--- src/rtl/led_arb_pkg.sv ---
// led_arb_pkg: shared types, widths and helpers for the LED frame arbiter
package led_arb_pkg;
  localparam int FRAME_W = 16;
  typedef enum logic [1:0] {IDLE, HOLD, OPEN} state_t;
  function automatic int id_width(input int n);
    return (n > 1) ? $clog2(n) : 1;
  endfunction
endpackage

--- src/rtl/led_arb_prio_enc.sv ---
// led_arb_prio_enc: find-first-set over a request mask, bit 0 has highest priority
module led_arb_prio_enc import led_arb_pkg::*; #(
  parameter int N = 3,
  localparam int IW = id_width(N)
) (
  input  logic [N-1:0]  mask,
  output logic          any,
  output logic [IW-1:0] index,
  output logic [N-1:0]  onehot
);
  // lowest set bit wins; scanning downward lets the lowest index overwrite last
  always_comb begin
    any = |mask;
    onehot = mask & (~mask + N'(1));
    index = '0;
    for (int i = N - 1; i >= 0; i--) index = mask[i] ? IW'(i) : index;
  end
endmodule

--- src/rtl/led_frame_arbiter.sv ---
// led_frame_arbiter: fixed-priority owner arbitration of the LED matrix frame with hold time and lease timeout
module led_frame_arbiter import led_arb_pkg::*; #(
  parameter int N_REQ = 3,
  parameter int HOLD_CYC = 48000,
  parameter int LEASE_CYC = 4800000,
  parameter logic [FRAME_W-1:0] IDLE_FRAME = 16'h0000,
  localparam int IW = id_width(N_REQ)
) (
  input  logic                     clk,
  input  logic                     rst_n,
  input  logic [N_REQ-1:0]         req_valid,
  input  logic [FRAME_W*N_REQ-1:0] req_frame,
  input  logic [N_REQ-1:0]         req_release,
  output logic [N_REQ-1:0]         req_ready,
  output logic [N_REQ-1:0]         grant,
  output logic                     owner_valid,
  output logic [IW-1:0]            owner_id,
  output logic                     preempt,
  output logic [FRAME_W-1:0]       ledbits
);
  localparam int CW = $clog2(LEASE_CYC);
  localparam logic [CW-1:0] HOLD_LAST = CW'(HOLD_CYC - 1);
  localparam logic [CW-1:0] LEASE_LAST = CW'(LEASE_CYC - 1);
  state_t state, state_n;
  logic [CW-1:0] hold_cnt, lease_cnt, hold_n, lease_n;
  logic [N_REQ-1:0] grant_n, sel_mask, all_oh, sel_oh;
  logic [IW-1:0] id_n, all_idx, sel_idx;
  logic [FRAME_W-1:0] led_n;
  logic ov_n, pre_n, all_any, sel_any, rel, expire, end_t, take;
  assign rel = |(req_release & grant);
  assign expire = state == OPEN && lease_cnt == LEASE_LAST;
  assign end_t = rel || expire;
  assign sel_mask = req_valid & (end_t ? ~grant : grant - N_REQ'(1));
  assign take = end_t || (state == OPEN && sel_any);
  assign req_ready = state == IDLE ? all_oh : take ? sel_oh : grant;
  led_arb_prio_enc #(.N(N_REQ)) u_enc_all (
    .mask(req_valid), .any(all_any), .index(all_idx), .onehot(all_oh)
  );
  led_arb_prio_enc #(.N(N_REQ)) u_enc_sel (
    .mask(sel_mask), .any(sel_any), .index(sel_idx), .onehot(sel_oh)
  );
  // next owner, frame and tenure counters; a handover or preemption outranks any owner update
  always_comb begin
    state_n = state;
    grant_n = grant;
    id_n = owner_id;
    ov_n = owner_valid;
    pre_n = 1'b0;
    led_n = ledbits;
    hold_n = hold_cnt == LEASE_LAST ? hold_cnt : hold_cnt + CW'(1);
    lease_n = lease_cnt == LEASE_LAST ? lease_cnt : lease_cnt + CW'(1);
    if (state == IDLE) begin
      hold_n = '0;
      lease_n = '0;
      if (all_any) begin
        state_n = HOLD;
        grant_n = all_oh;
        id_n = all_idx;
        ov_n = 1'b1;
        led_n = req_frame[all_idx*FRAME_W +: FRAME_W];
      end
    end else if (take && sel_any) begin
      state_n = HOLD;
      grant_n = sel_oh;
      id_n = sel_idx;
      ov_n = 1'b1;
      pre_n = !end_t;
      led_n = req_frame[sel_idx*FRAME_W +: FRAME_W];
      hold_n = '0;
      lease_n = '0;
    end else if (end_t) begin
      state_n = IDLE;
      grant_n = '0;
      id_n = '0;
      ov_n = 1'b0;
      led_n = IDLE_FRAME;
      hold_n = '0;
      lease_n = '0;
    end else begin
      if (|(req_valid & grant)) begin
        led_n = req_frame[owner_id*FRAME_W +: FRAME_W];
        lease_n = '0;
      end
      if (state == HOLD && hold_cnt == HOLD_LAST) state_n = OPEN;
    end
  end
  // state and output registers, cleared immediately by reset
  always_ff @(posedge clk or negedge rst_n) begin
    if (!rst_n) begin
      state <= IDLE;
      grant <= '0;
      owner_id <= '0;
      owner_valid <= 1'b0;
      preempt <= 1'b0;
      ledbits <= IDLE_FRAME;
      hold_cnt <= '0;
      lease_cnt <= '0;
    end else begin
      state <= state_n;
      grant <= grant_n;
      owner_id <= id_n;
      owner_valid <= ov_n;
      preempt <= pre_n;
      ledbits <= led_n;
      hold_cnt <= hold_n;
      lease_cnt <= lease_n;
    end
  end
endmodule

--- config.mk ---
export PLATFORM = sky130hd
export DESIGN_NAME = led_frame_arbiter
export DESIGN_NICKNAME = d
export VERILOG_FILES = /design/src/rtl/led_arb_pkg.sv /design/src/rtl/led_arb_prio_enc.sv /design/src/rtl/led_frame_arbiter.sv
export SDC_FILE = /design/constraint.sdc
export NUM_CORES = 1
export LEC_CHECK = 0
export ABC_AREA = 1
export BUFFER_PORTS_ARGS = -buffer_cell sky130_fd_sc_hd__buf_2
export CAP_MARGIN = 20
export CORE_ASPECT_RATIO = 2
export CORE_UTILIZATION = 45
export DETAILED_ROUTE_END_ITERATION = 8
export GPL_TIMING_DRIVEN = 0
export PLACE_DENSITY_LB_ADDON = 0.15
export SKIP_CTS_REPAIR_TIMING = 1
export SLEW_MARGIN = 20
export SYNTH_ARGS = -nofsm -noshare
export SYNTH_HDL_FRONTEND = slang
export SYNTH_SLANG_ARGS = --single-unit
export TNS_END_PERCENT = 50
--- constraint.sdc ---
create_clock -name clk -period 3.4 [get_ports clk]
set_input_delay 1.02 -clock clk [delete_from_list [all_inputs] [get_ports clk]]
set_output_delay 1.02 -clock clk [all_outputs]
set_load 0.005 [all_outputs]
Yosys cells after proc, flatten, opt, wreduce, memory -nomap -nowiden
Index checks and enable logic that the tools add are counted.

storage, ports and cells
  input bits = 56
  logic and storage cells = 92
  flip-flop bits (word level) = 71
  output and inout bits = 26

cells by class
  equality and inequality tests = 8
  reductions and logical operators = 18
  shifts and indexed selects = 3
  muxes and demuxes = 42
  bitwise operators = 8
  add/sub/neg operators = 5

operator list
  cell                                                                     count
  23-bit two-way mux                                                       9
  48-bit by 7-bit indexed part select with 16-bit output                   3
  16-bit two-way mux                                                       5
  23-bit by 1-bit adder with 23-bit output, second input constant          2
  23-bit == test, second input constant                                    2
  2-bit two-way mux                                                        15
  23-bit by 16-bit == test with 1-bit output, second input constant        1
  3-bit two-way mux                                                        7
  3-bit AND                                                                5
  3-bit OR reduction                                                       4
  3-bit NOT                                                                3
  4-bit nonzero test                                                       2
  3-bit by 1-bit adder with 3-bit output, second input constant            2
  1-bit two-way mux                                                        6
  2-bit AND reduction                                                      3
  5-bit by 3-bit inequality test with 1-bit output, second input constant  1
  1-bit logical AND                                                        4
  4-bit by 3-bit inequality test with 1-bit output, second input constant  1
  3-bit nonzero test                                                       1
  3-bit by 1-bit subtractor with 3-bit output, second input constant       1
  2-bit by 1-bit == test with 1-bit output, second input constant          1
  2-bit == test, second input constant                                     1
  2-bit zero test                                                          1
  1-bit logical OR                                                         2
  other kinds (2)                                                          2

Longest topological paths before layout
  depth after elaboration = 11
  depth in mapped cells = 17
  depth with buffers taken out = 17

Hierarchy
From an unflattened synthesis, not the netlist that was laid out.

second synthesis, totals
  cell total of the unflattened synthesis = 869
  area total of the unflattened synthesis = 5529.1 sq um

by module, submodules not included
  module             instances  sequential area each (sq um)  cells an instance  area each (sq um)
  led_frame_arbiter  1          1776.7                        849                5434.0
  led_arb_prio_enc   2          0.0                           10                 47.5

Worst setup path before layout
OpenSTA, ideal clock, no wires.

  kind = input port to output port
  start = input port req_release[0]
  end = output port req_ready[2]
  arrival = 2.314 ns
  buffers on the path = 2
  stages on the path = 10
  data required time = 2.380 ns
  setup slack = 0.066 ns
  cell sequence = nand2_1 nand2_1 a21oi_1 nand2_2 buf_2 o21ai_4 buf_6 nor3_1 a21oi_1 o21ai_0

on the way
  longest elaborated chain between the ends = 10
  elaborated cells on any way between the ends = 13
  those cells by class = add/sub (1); mux (3); bitwise (4); reduce/logical (5)

RTL lines
  element                                                                      line                                             RTL
  start: declaration                                                           led_frame_arbiter.sv:13                          input logic [N_REQ-1:0] req_release,
  3-bit AND *                                                                  led_frame_arbiter.sv:30                          assign rel = |(req_release & grant);
  3-bit OR reduction *                                                         led_frame_arbiter.sv:30
  1-bit logical OR *                                                           led_frame_arbiter.sv:32                          assign end_t = rel || expire;
  3-bit two-way mux                                                            led_frame_arbiter.sv:33                          assign sel_mask = req_valid & (end_t ? ~grant : grant - N_REQ'(1));
  3-bit AND                                                                    led_frame_arbiter.sv:33
  3-bit NOT or 3-bit OR reduction (tied branches)                              led_arb_prio_enc.sv:14, led_arb_prio_enc.sv:13
  3-bit by 1-bit adder with 3-bit output or 1-bit logical AND (tied branches)  led_arb_prio_enc.sv:14, led_frame_arbiter.sv:34
  3-bit AND or 1-bit logical OR (tied branches)                                led_arb_prio_enc.sv:14, led_frame_arbiter.sv:34
  3-bit two-way mux * (2 in a row)                                             led_frame_arbiter.sv:35                          assign req_ready = state == IDLE ? all_oh : take ? sel_oh : grant;
  end: declaration                                                             led_frame_arbiter.sv:14                          output logic [N_REQ-1:0] req_ready,

Mark *: on every way between the ends. The rest lies on a longest branch, timed or not.

Worst setup path after layout
Same ends and word-level chain as after synthesis.

==> flow_summary_export.csv <==
group,metric,value,unit
clocking,clock-sinks,71,
sta,hold_viol_final,0,
routing,drt_pass1_iterations,5,
floorplanning,die_area,11700,µm²
critical_path,crit_path_end_kind,"output pin",
sta,period_needed,3.55,ns
pwr,p_per_area,729,nW/µm²
clocking,clockBufferDepth,2,
critical_path,reg2reg_depth,7,
cells_and_area,areaGrowthSynthToFinish,23.2,%
min_path,whs_endpoint,"ledbits[7]",
floorplanning,start_util,46.4,%
critical_path,worstPathArrival,2.53,ns
sta,skew,0.0105,ns
sta,setup_viol,2,
synthesis,synth_cells,738,
clocking,h-tree-depth,3,
sta,tns,-0.173,ns
synthesis,ys_types,40,
routing,drt-initial-drc-count,441,
grt,grt_start_max_net_pins,55,
clocking,cts_tree,"yes",
grt,grt_pass1_wl,26500,µm
grt,antenna_found_initial,0,
place,place_hpwl,12400,µm
run_status,status,"finished with violations",
critical_path,path_class,"in2out",
critical_path,r2r-end,"ledbits[15]",
routing,drc,0,
floorplanning,core.rowCount,54,
place,place.gp.congestion,0.940,
cells_and_area,fin_nets,909,
synthesis,syn_nets,797,
critical_path,critPathLaunchType,"input pin",
cells_and_area,layout_commonest_cell,"nand2_1",
floorplanning,core-area,10900,µm²
synthesis,syn_area_per_cell,6.84,µm²
sta,fin_crit_sh,104,%
routing,vias_per_cell,5.80,
sta,finalMaxSlewViolations,0,
run,cap_violations,0,
pwr,ir_worst_vdd,0.419,mV
synthesis,synthArstFlopShare,100,%
clocking,cts_root_buffer,"clkbuf_16",
routing,avgRoutedWirePerCell,17.0,µm
synthesis,seq_area_frac_synth,35.2,%
synthesis,netlist_area,5050,µm²
grt,grt_overflow,0,
synthesis,yosysWarnings,0,
routing,drt-total-wl,16900,µm
sta,layout_setup_ws,-0.146,ns
place,portBuffers,80,
floorplanning,io_pins,82,
routing,final_antenna_net_count,0,
place,dp_cells,959,
sta,relSlewSlack,50.6,%
cells_and_area,drive_above_1_share,20.0,%
critical_path,r2r-start,"state[0]",
sta,rsz0062_at_grt,"true",
synthesis,synth_seq_cells,71,
clocking,numCtsBuffers,9,
pwr,leakage,2.82,nW
cells_and_area,fill_cells,1062,
synthesis,synth_edf_count,0,
floorplanning,die_h,152,µm
sta,worst_pin_slew,0.734,ns
cells_and_area,final_cell_count_no_fill,995,
critical_path,r2r_slack,0.76,ns
clocking,clkLatencyLatePin,0.34,ns
cells_and_area,layout_common_cells,"136 x nand2_1, 116 x nor2_1, 85 x buf_2, 71 x dfrtp_1, 65 x nand3_1",
min_path,hp-start,"ledbits[7]",
min_path,hold_path.class,"reg2reg",
run_status,violations,"setup timing",
critical_path,cp.required,2.38,ns
min_path,holdPathStages,2,
cells_and_area,num_antenna_cells,0,
routing,vias,5775,
synthesis,ys.flop_type,"dfrtp_1",
grt,grt_use_total,29.1,%
critical_path,path_max_fanout,5,
grt,grt_pass1_vias,5516,
clocking,clk_pin_slew,0.06,ns
floorplanning,die_w,76.9,µm
sta,fmax,282,MHz
-- worst max path at each step --
stage	cells past startpoint	end	from	slack (ns)
after global routing	16	req_ready[2]	lease_cnt[1]	-0.26
after CTS	12	req_ready[1]	req_release[0]	-0.71
after floorplan	10	req_ready[2]	req_release[0]	0.07
after global placement	12	req_ready[1]	req_release[0]	-0.70
final	14	req_ready[2]	req_release[0]	-0.15
after detailed placement	12	req_ready[1]	req_release[0]	-0.69
-- per-stage QoR --
stage / setup slack [ns] / power, W / instance area [µm²] / hold slack [ns] / utilization (%)
after CTS: -0.709 / 0.00425 / 5930 / 0.478 / 54.5
after detailed placement: -0.690 / 0.00335 / 5650 / 0.460 / 52.0
after floorplan: 0.0661 / 0.00259 / 5050 / 0.472 / -
after global placement: -0.701 / 0.00330 / 5620 / 0.456 / 51.7
final: -0.146 / 0.00453 / 6220 / 0.473 / 57.2
after global routing: -0.261 / 0.00483 / 6220 / 0.512 / 57.2
-- state kept, by name, indices dropped and copies added (netlist names) --
| name | flops |
|---|---|
| state | 2 |
| owner_id | 2 |
| preempt | 1 |
| ledbits | 16 |
| hold_cnt | 23 |
| grant | 3 |
| lease_cnt | 23 |
| owner_valid | 1 |
-- synth_stat cells, types with 2 or more instances --
| master | instances | share of area [%] |
|---|---|---|
| o21ai_1 | 3 | 0.30 |
| buf_2 | 9 | 0.89 |
| a211oi_1 | 5 | 0.74 |
| o211ai_1 | 27 | 4.0 |
| nand3b_1 | 2 | 0.30 |
| xor2_1 | 12 | 2.1 |
| nand2_2 | 3 | 0.37 |
| a31oi_1 | 6 | 0.74 |
| nand2_1 | 142 | 11 |
| nand3_1 | 68 | 6.7 |
| buf_4 | 2 | 0.30 |
| o31ai_1 | 11 | 1.6 |
| o21ai_0 | 48 | 4.8 |
| a21oi_1 | 47 | 4.7 |
| inv_2 | 4 | 0.30 |
| xnor2_1 | 6 | 1.0 |
| nand3_4 | 2 | 0.69 |
| nor4_1 | 8 | 0.99 |
| clkbuf_1 | 18 | 1.3 |
| inv_1 | 64 | 4.8 |
| ha_1 | 3 | 0.74 |
| nand4_1 | 14 | 1.7 |
| dfrtp_1 | 71 | 35 |
| nor3_1 | 22 | 2.2 |
| o221ai_1 | 2 | 0.35 |
| buf_6 | 3 | 0.67 |
| nor2_1 | 118 | 8.8 |
| nor2_2 | 3 | 0.37 |
| nand3_2 | 4 | 0.79 |
-- cell type report --
cell class	instances	area (µm²)	share of cell area, %
repair buffers	101	584	9.40
well taps	140	175	2.82
clock inverters	3	17.5	0.282
flip-flops and latches	71	1780	28.6
clock buffers	13	260	4.19
plain buffers	33	188	3.02
inverters	69	259	4.16
multi-input cells	565	2960	47.6
-- power breakdown --
group / internal (W) / total [W] / leakage, nW / switching [W]
sequential: 0.00101 / 0.00113 / 0.947 / 0.000119
combinational: 0.000918 / 0.00251 / 1.74 / 0.00159
clock: 0.000532 / 0.000892 / 0.136 / 0.000360
-- routing by layer --
metal	wire, µm	part of all wire (%)	GRT usage [%]	vias to the layer above
met4	759	4.5	18.1	0
met5	0	0	0	-
li1	-	-	-	2736
met3	864	5.1	4.25	66
met1	6320	37	30.7	2719
met2	8930	53	53.7	254
-- cells by family after synthesis --
| group | after synthesis | synth area share, % |
|---|---|---|
| AOI/OAI and AO/OA | 153 | 18.1 |
| xor gates and xnor gates | 18 | 3.12 |
| adders and majority gates | 3 | 0.744 |
| buffers and inverters | 102 | 8.40 |
| DFF | 71 | 35.2 |
| muxes | 1 | 0.198 |
| and+or+nand+nor | 390 | 34.3 |
-- worst max-delay path: stages --
cell	delay (ns)
buf_2	0.10
nand2_1	0.07
nand2_2	0.08
a21oi_4	0.19
buf_6	0.12
nand3_2	0.07
nand3_2	0.09
nand3_4	0.10
o21ai_4	0.11
buf_6	0.16
nor3_4	0.04
a21oi_2	0.16
o21ai_1	0.09
buf_2	0.14
No activity file was read; power rests on OpenSTA's default activity.
